==> src/rtl/usb_tx_sequencer.sv <==
// USB packet transmit sequencer: SYNC, PID, payload and optional CRC16 (USB_TX_CRC16_EN) as NRZI, bit-stuffed line bits.
// Latency: tx_start one cycle after launch accept, then one line bit per clock; done pulses when drv_ready returns after EOP.
// Backpressure: pkt_ready follows drv_ready in IDLE only; buffer writes are dropped while busy.
module usb_tx_sequencer #(
    parameter int MAX_BYTES = 64,
    parameter int LEN_W     = $clog2(MAX_BYTES + 1),
    parameter int ADDR_W    = $clog2(MAX_BYTES)
) (
    input  logic              clk,
    input  logic              rst,
    input  logic              buf_we,
    input  logic [ADDR_W-1:0] buf_addr,
    input  logic [7:0]        buf_wdata,
    input  logic              pkt_valid,
    input  logic [3:0]        pkt_pid,
    input  logic [LEN_W-1:0]  pkt_len,
    output logic              pkt_ready,
    output logic              busy,
    output logic              done,
    output logic              tx_bit,
    output logic              tx_start,
    output logic              tx_end,
    input  logic              drv_ready
);

    localparam int CNT_W = LEN_W + 4;
    localparam logic [LEN_W-1:0] MAX_LEN = LEN_W'(MAX_BYTES);

    typedef enum logic [1:0] {IDLE, START, SHIFT, WAIT_EOP} state_t;

    logic [7:0]       mem_q [MAX_BYTES];
    state_t           state_q, state_d;
    logic [3:0]       pid_q, pid_d;
    logic [LEN_W-1:0] len_q, len_d;
    logic [CNT_W-1:0] bit_cnt_q, bit_cnt_d;
    logic [2:0]       stuff_q, stuff_d;
    logic             nrzi_q, nrzi_d;
    logic             busy_q, busy_d;

    logic [7:0]       pid_byte;
    logic [7:0]       rd_byte;
    logic [CNT_W-1:0] pay_end;
    logic [CNT_W-1:0] total;
    logic             field_bit;
    logic             is_stuff;
    logic             line_val;

`ifdef USB_TX_CRC16_EN
    logic [15:0] crc_q, crc_d;
    logic [3:0]  crc_off;
    logic        has_crc;

    assign has_crc = (pid_q == 4'h3) || (pid_q == 4'hB);
    assign crc_off = 4'(bit_cnt_q - pay_end);
    assign total   = pay_end + (has_crc ? CNT_W'(16) : CNT_W'(0));
`else
    assign total   = pay_end;
`endif

    assign pid_byte = {~pid_q, pid_q};
    assign pay_end  = CNT_W'(16) + CNT_W'({len_q, 3'b000});
    // Payload starts at logical bit 16, so byte index is bit_cnt/8 - 2.
    assign rd_byte  = mem_q[ADDR_W'(bit_cnt_q[CNT_W-1:3] - (CNT_W-3)'(2))];
    assign busy     = busy_q;
    assign is_stuff = (stuff_q == 3'd6);

    always_ff @(posedge clk) begin
        if (buf_we && !busy_q) begin
            mem_q[buf_addr] <= buf_wdata;
        end
    end

    always_comb begin
        field_bit = 1'b0;
        if (bit_cnt_q < CNT_W'(8)) begin
            field_bit = (bit_cnt_q[2:0] == 3'd7);
        end else if (bit_cnt_q < CNT_W'(16)) begin
            field_bit = pid_byte[bit_cnt_q[2:0]];
        end else if (bit_cnt_q < pay_end) begin
            field_bit = rd_byte[bit_cnt_q[2:0]];
`ifdef USB_TX_CRC16_EN
        end else begin
            field_bit = ~crc_q[crc_off];
`endif
        end
    end

    always_comb begin
        state_d   = state_q;
        pid_d     = pid_q;
        len_d     = len_q;
        bit_cnt_d = bit_cnt_q;
        stuff_d   = stuff_q;
        nrzi_d    = nrzi_q;
        busy_d    = busy_q;
`ifdef USB_TX_CRC16_EN
        crc_d     = crc_q;
`endif
        pkt_ready = 1'b0;
        done      = 1'b0;
        tx_start  = 1'b0;
        tx_end    = 1'b0;
        tx_bit    = 1'b1;
        line_val  = 1'b0;

        case (state_q)
            IDLE: begin
                pkt_ready = drv_ready && !rst;
                if (pkt_valid && pkt_ready) begin
                    pid_d     = pkt_pid;
                    len_d     = (pkt_len > MAX_LEN) ? MAX_LEN : pkt_len;
                    busy_d    = 1'b1;
                    bit_cnt_d = '0;
                    stuff_d   = '0;
                    nrzi_d    = 1'b1;
`ifdef USB_TX_CRC16_EN
                    crc_d     = 16'hFFFF;
`endif
                    state_d   = START;
                end
            end
            START: begin
                tx_start = 1'b1;
                state_d  = SHIFT;
            end
            SHIFT: begin
                // A stuff bit is a forced logical 0 that does not advance the stream.
                line_val = is_stuff ? 1'b0 : field_bit;
                tx_bit   = line_val ? nrzi_q : ~nrzi_q;
                nrzi_d   = tx_bit;
                stuff_d  = line_val ? stuff_q + 3'd1 : 3'd0;
                if (!is_stuff) begin
                    bit_cnt_d = bit_cnt_q + CNT_W'(1);
`ifdef USB_TX_CRC16_EN
                    if (bit_cnt_q >= CNT_W'(16) && bit_cnt_q < pay_end) begin
                        crc_d = {1'b0, crc_q[15:1]} ^ ((crc_q[0] ^ field_bit) ? 16'hA001 : 16'h0000);
                    end
`endif
                end
                if (is_stuff) begin
                    tx_end = (bit_cnt_q == total);
                end else begin
                    tx_end = (bit_cnt_q == total - CNT_W'(1)) && !(field_bit && stuff_q == 3'd5);
                end
                if (tx_end) begin
                    state_d = WAIT_EOP;
                end
            end
            WAIT_EOP: begin
                if (drv_ready) begin
                    done    = !rst;
                    busy_d  = 1'b0;
                    state_d = IDLE;
                end
            end
            default: state_d = IDLE;
        endcase
    end

    always_ff @(posedge clk) begin
        if (rst) begin
            state_q   <= IDLE;
            pid_q     <= '0;
            len_q     <= '0;
            bit_cnt_q <= '0;
            stuff_q   <= '0;
            nrzi_q    <= 1'b1;
            busy_q    <= 1'b0;
`ifdef USB_TX_CRC16_EN
            crc_q     <= 16'hFFFF;
`endif
        end else begin
            state_q   <= state_d;
            pid_q     <= pid_d;
            len_q     <= len_d;
            bit_cnt_q <= bit_cnt_d;
            stuff_q   <= stuff_d;
            nrzi_q    <= nrzi_d;
            busy_q    <= busy_d;
`ifdef USB_TX_CRC16_EN
            crc_q     <= crc_d;
`endif
        end
    end

endmodule
==> config.mk <==
export PLATFORM = sky130hd
export DESIGN_NAME = usb_tx_sequencer
export DESIGN_NICKNAME = d
export VERILOG_FILES = /design/src/rtl/usb_tx_sequencer.sv
export SDC_FILE = /design/constraint.sdc
export NUM_CORES = 1
export LEC_CHECK = 0
export ABC_AREA = 1
export ABC_CLOCK_PERIOD_IN_PS = 3850
export BUFFER_PORTS_ARGS = -buffer_cell sky130_fd_sc_hd__buf_2
export CAP_MARGIN = 0
export CORE_MARGIN = 3
export CORE_UTILIZATION = 35
export DETAILED_ROUTE_END_ITERATION = 7
export HOLD_SLACK_MARGIN = 0.05
export SETUP_SLACK_MARGIN = 0.15
export SLEW_MARGIN = 0
export SYNTH_ARGS = -nofsm -noshare
export SYNTH_HDL_FRONTEND = slang
export SYNTH_SLANG_ARGS = --single-unit
export TNS_END_PERCENT = 100
==> constraint.sdc <==
create_clock -name clk -period 3.85 [get_ports clk]
set_clock_uncertainty 0.15 [all_clocks]
set_input_delay 0.1925 -clock clk [delete_from_list [all_inputs] [get_ports clk]]
set_output_delay 0.1925 -clock clk [all_outputs]
set_load 0.02 [all_outputs]
# Word-level counts from Yosys, hierarchy flattened
# Memory sizes are Yosys's and may differ from the RTL's.
# Index checks and enable logic that the tools add are counted.
[op_classes]
eq_ne = 12
order_cmp = 5
n_mux = 34
add_sub_neg = 5
n_reduce_logical = 16
n_bitwise = 2
[op_table]
columns = ["operator", "count"]
rows = [
  ["== test 11 bit", 2],
  ["2-to-1 mux 11 bit", 2],
  ["case mux 11 bit (2 select lines)", 1],
  ["2-to-1 mux 1 bit", 19],
  ["adder 11 x 1 -> 11 bit (second input constant)", 1],
  ["adder 5 x 10 -> 11 bit (first input constant)", 1],
  ["< comparator 11 bit", 1],
  ["< comparator 11 x 4 -> 1 bit (second input constant)", 1],
  ["< comparator 11 x 5 -> 1 bit (second input constant)", 1],
  ["subtractor 11 x 1 -> 11 bit (second input constant)", 1],
  ["== test 3 bit (second input constant)", 3],
  ["AND reduction 3 bit", 3],
  ["!= test 2 bit (second input constant)", 4],
  ["case mux 2 bit (4 select lines)", 1],
  ["> comparator 7 bit (second input constant)", 1],
  ["2-to-1 mux 7 bit", 1],
  ["binary-select mux 1 bit (select 3 bit)", 2],
  ["2-to-1 mux 2 bit", 3],
  ["2-to-1 mux 3 bit", 2],
  ["case mux 3 bit (2 select lines)", 1],
  ["subtractor 6 x 2 -> 6 bit (second input constant)", 1],
  ["logical AND 1 bit", 5],
  ["== test 2 bit (second input constant)", 2],
  ["< comparator 3 x 4 -> 1 bit (second input constant)", 1],
  ["other kinds (9)", 14],
]
[word_totals]
output_inout_bits = 6
ff_bits = 29
ramBits = 512
memories = 1
word_cells = 82
[memory_table]
columns = ["name", "depth", "width", "rd", "rd_clocked_by_memory_dff", "wr", "line_no", "source"]
rows = [
  ["mem_q", 64, 8, 1, 0, 1, "31", "logic [7:0] mem_q [MAX_BYTES];"],
]

# Logic depth before layout (Yosys ltp)
# An unclocked memory read counts as a cell.
[depth]
ltp_word = 14
depth_mapped = 25
mapped_depth_nobuf = 21

# Worst setup path after synthesis
# No wires, ideal clock.
[synth_path]
path_type = "register to output"
from = "register bit_cnt_q[4]"
to = "output port tx_end"
t_required_ns = 3.507
t_arrival_ns = 2.784
slack_ns = 0.724
path_stages_with_launch = 21
path_cell_list = "dfxtp_1 inv_2 buf_2 buf_2 ha_1 clkbuf_1 clkbuf_1 nand3_1 nand3_1 nand3_1 nand3_1 nand2_1 nand2_1 nand2_1 nand2_1 nand3_1 nand3_2 nand2_1 nand3_1 nand2_1 nor2_1"
[synth_between]
elab_chain_cells = 13
[synth_rtl]
columns = ["element", "line_no", "source"]
rows = [
  ["start: declaration", "35", "logic [CNT_W-1:0] bit_cnt_q, bit_cnt_d;"],
  ["start signal: assignment", "176", "bit_cnt_q <= bit_cnt_d;"],
  ["subtractor 6 x 2 -> 6 bit", "63", "assign rd_byte = mem_q[ADDR_W'(bit_cnt_q[CNT_W-1:3] - (CNT_W-3)'(2))];"],
  ["memory read (64 x 8 bit)", "--", ""],
  ["binary-select mux 1 bit (select 3 bit)", "80", "field_bit = rd_byte[bit_cnt_q[2:0]];"],
  ["2-to-1 mux 1 bit (implied by the code)", "80", ""],
  ["2-to-1 mux 1 bit", "79", "end else if (bit_cnt_q < pay_end) begin"],
  ["2-to-1 mux 1 bit", "77", "end else if (bit_cnt_q < CNT_W'(16)) begin"],
  ["2-to-1 mux 1 bit", "75", "if (bit_cnt_q < CNT_W'(8)) begin"],
  ["logical AND 1 bit", "143", "tx_end = (bit_cnt_q == total - CNT_W'(1)) && !(field_bit && stuff_q == 3'd5);"],
  ["zero test 1 bit", "143", ""],
  ["logical AND 1 bit", "143", ""],
  ["2-to-1 mux 1 bit (*)", "140", "if (is_stuff) begin"],
  ["2-to-1 mux 1 bit (*) (2 in a row)", "106", "case (state_q)"],
  ["end: declaration", "22", "output logic tx_end,"],
]
# Mark *: on every way between the ends. The rest lies on a longest branch, timed or not. The select of a mux whose other input is x is not followed.

# Final worst setup path
# Same ends and word-level chain as after synthesis.

==> metrics.yaml <==
floorplanning:
  die-area_sq_mm: 0.0694
  rows: 93
  core_area_sq_mm: 0.0650
  die_width_um: 263
  die_h_um: 263
  io_pins: 36
  start_util: 0.357
detailed_routing:
  first_iter_violations: 2081
  drt-pass1-iter-count: 6
  drt-total-wl_um: 69000
  remaining_drc_errors: 0
  wl_per_cell_um: 21.4
  viasPerCell: 5.27
  vias: 16900
  drtAntennaViolNets: 0
yosys:
  synth_commonest_cells: "edfxtp_1 (512), nand2_1 (414), nor2_1 (387), nand3_1 (306), o21ai_0 (165)"
  synth.largest_area_cell: "edfxtp_1"
  netlist_instances: 2155
  synth_area_sq_mm: 0.0232
  synth_area_leaders: "edfxtp_1 (66%), nand2_1 (6.7%), nand3_1 (6.6%)"
  synth.distinct_cells: 38
  synth_edf_count: 512
  syn_avg_cell_area_sq_um: 10.8
  synth_top_flop_cell: "edfxtp_1"
  synth.most_common_cell: "edfxtp_1"
  yosysWarnings: 0
  syn_nets: 2205
  ys_seq_area_frac: 0.688
  synth_top_area_frac: 0.663
  ys_seq_elements: 541
  async_reset_ff_frac: 0
timing:
  relSlewSlack: 0.230
  holdWs_ns: 0.102
  tightest_slew_ns: 1.15
  fin_ws_ns: 0.197
  setup_violations: 0
  timing.fmax_ghz: 0.274
  slew_viol_final: 0
  rsz0062_at_grt: "true"
  finalHoldViolations: 0
  fin_crit_sh: 0.949
  finalSetupTns_ns: 0
  layout_min_cycle_time_ns: 3.65
critical_path:
  crit_path_frequent_cell: "nand2_1"
  critPathLaunch: "bit_cnt_q[4]"
  arrival_ns: 3.31
  worstPathRequired_ns: 3.51
  crit_path_top_delay_cell: "dfxtp_4"
  crit_type: "reg2out"
  crit_path_end_kind: "output port"
  crit_buf_inv: 4
  r2r_start: "bit_cnt_q[4]"
  start_kind: "flop"
  crit_family: "simple AND/OR/NAND/NOR gates"
  cp_max_fo: 20
  slowest_delay_ns: 0.37
  cp_cell_sequence: "inv_6 -> ha_4 -> inv_4 -> buf_12 -> nand3_1 -> nand3_1 -> nand3_1 -> nand3_2 -> nand2_1 -> nand2_1 -> nand2_1 -> nand2_1 -> nand3_2 -> nand3_4 -> nand2_4 -> nand3_1 -> nand2_1 -> nor2_1 -> buf_2"
placement:
  io_buffers: 35
  globalplace.congestion: 0.861
  dpl.hpwl_um: 37900
  pre_cts_ws_ns: 0.527
grt:
  grt_max_degree: 101
  antenna_found_initial: 0
  grt_util_all_layers: 0.182
  grt_pass1_vias: 16200
  grt_first_pass_wirelength_um: 98100
  grt_overflow_total: 0
clocking:
  htree_num_levels: 2
  clk_latency_ns: 0.62
  cts.clk_slew.worst_paths_ns: 0.06
  cts_tree: "done"
  numCtsBuffers: 53
  cts.sinks: 541
  clk_path_buf_depth: 3
  clock-root-buffer: "clkbuf_16"
hold_path:
  hp-class: "in2reg"
  holdCritStartpoint: "buf_addr[2]"
finish:
  drive_gt1_frac: 0.131
  fillers: 5988
  area_growth_pct: 20.2
  fin_nets: 2369
  insertedDiodeCount: 0
power_and_ir_drop:
  power.leakage_nw: 10.4
  powerDensity_mw_per_mm2: 440
  totalPowerFinal_mw: 12.3
  ir_worst_vdd_mv: 0.326
job:
  cap_violations: 0
outcome:
  status: "finished clean"
==> cell families after synthesis <==
logic type,count (synthesis),share of synthesized area
buf+inv,232,0.0438
flops,541,0.688
compound gates,211,0.0479
simple gates,1138,0.204
xor+xnor,13,0.00555
fa+ha+maj,20,0.0108
==> state kept, by name, summed over array words and instances (netlist names) <==
| signal | count |
|---|---|
| pid_q | 4 |
| stuff_q | 3 |
| bit_cnt_q | 11 |
| state_q | 2 |
| busy | 1 |
| len_q | 7 |
| nrzi_q | 1 |
| mem_q | 512 |
==> per-layer routing <==
| metal | up-vias | routed length [um] | global-route usage | share of wire |
|---|---|---|---|---|
| met1 | 8303 | 29300 | 0.257 | 0.42 |
| li1 | 7756 | - | - | - |
| met3 | 113 | 5730 | 0.0247 | 0.083 |
| met2 | 768 | 32100 | 0.290 | 0.46 |
| met5 | - | 0 | 0 | 0 |
| met4 | 0 | 1940 | 0.0571 | 0.028 |
==> final timing paths <==
path / endpoint / slack, ns / cells past startpoint
worst max-delay path: tx_end / 0.20 / 19
worst min-delay path: mem_q[37][2] / 0.10 / 4
worst max register to register: state_q[1] / 0.83 / 20
worst min register to register: pid_q[0] / 0.31 / 2
==> tightest hold or removal path: stages <==
cell     delay [ns]
buf_2          0.13
nand4_1        0.12
buf_4          0.17
nor2_1         0.07
==> power breakdown <==
| part | leakage (nW) | total [mW] | switching, mW | internal (mW) |
|---|---|---|---|---|
| clock | 0.845 | 5.23 | 2.23 | 3.00 |
| sequential | 4.84 | 6.51 | 0.0272 | 6.48 |
| combinational | 4.72 | 0.534 | 0.377 | 0.157 |
| total | 10.4 | 12.3 | 2.63 | 9.64 |
==> final cells by class <==
class                           instances  area, sq um  share of cell area
Sequential cell                       541        16000               0.572
Multi-Input combinational cell       1382         6400               0.229
Timing Repair Buffer                  217         2230              0.0799
Clock buffer                           64         1370              0.0490
Tap cell                              855         1070              0.0383
Inverter                              122          492              0.0176
Clock inverter                         34          350              0.0126
Timing Repair inverter                  2         27.5            0.000987
==> through the flow <==
stage	utilization	instances	cell area (sq um)
final	0.429	3217	27900
after global routing	0.429	3217	27900
after CTS	0.418	3189	27200
after detailed placement	0.383	3047	24900
after global placement	0.383	3047	24900
after floorplan	-	2155	23200
==> cells in the final DEF (no fill, tap or decap), drive strengths merged, types with 4 or more instances in the layout <==
cell type | netlist | layout
clkinv | 0 | 26
nor3b | 4 | 4
dfxtp | 29 | 29
edfxtp | 512 | 512
inv | 122 | 125
a21oi | 22 | 22
buf | 79 | 174
nor3 | 8 | 8
xor2 | 10 | 10
nand4 | 11 | 11
bufinv | 0 | 7
o21ai | 170 | 170
nand2 | 414 | 414
nand3 | 308 | 308
dlygate4sd3 | 0 | 31
clkbuf | 31 | 76
o211ai | 7 | 7
nor2 | 388 | 388
ha | 20 | 20
a211oi | 4 | 4
==> what timing repair did <==
item / in CTS / in global routing
setup buffers: 8 / 11
setup endpoints to repair: 2 / 2
resized for setup: 23 / 67
pin swaps: 2 / 6
cloned: 5 / 17
hold endpoints to repair: 99 / 0
hold buffers: 31 / 0
Note: power is estimated with default switching activity, not from simulation.
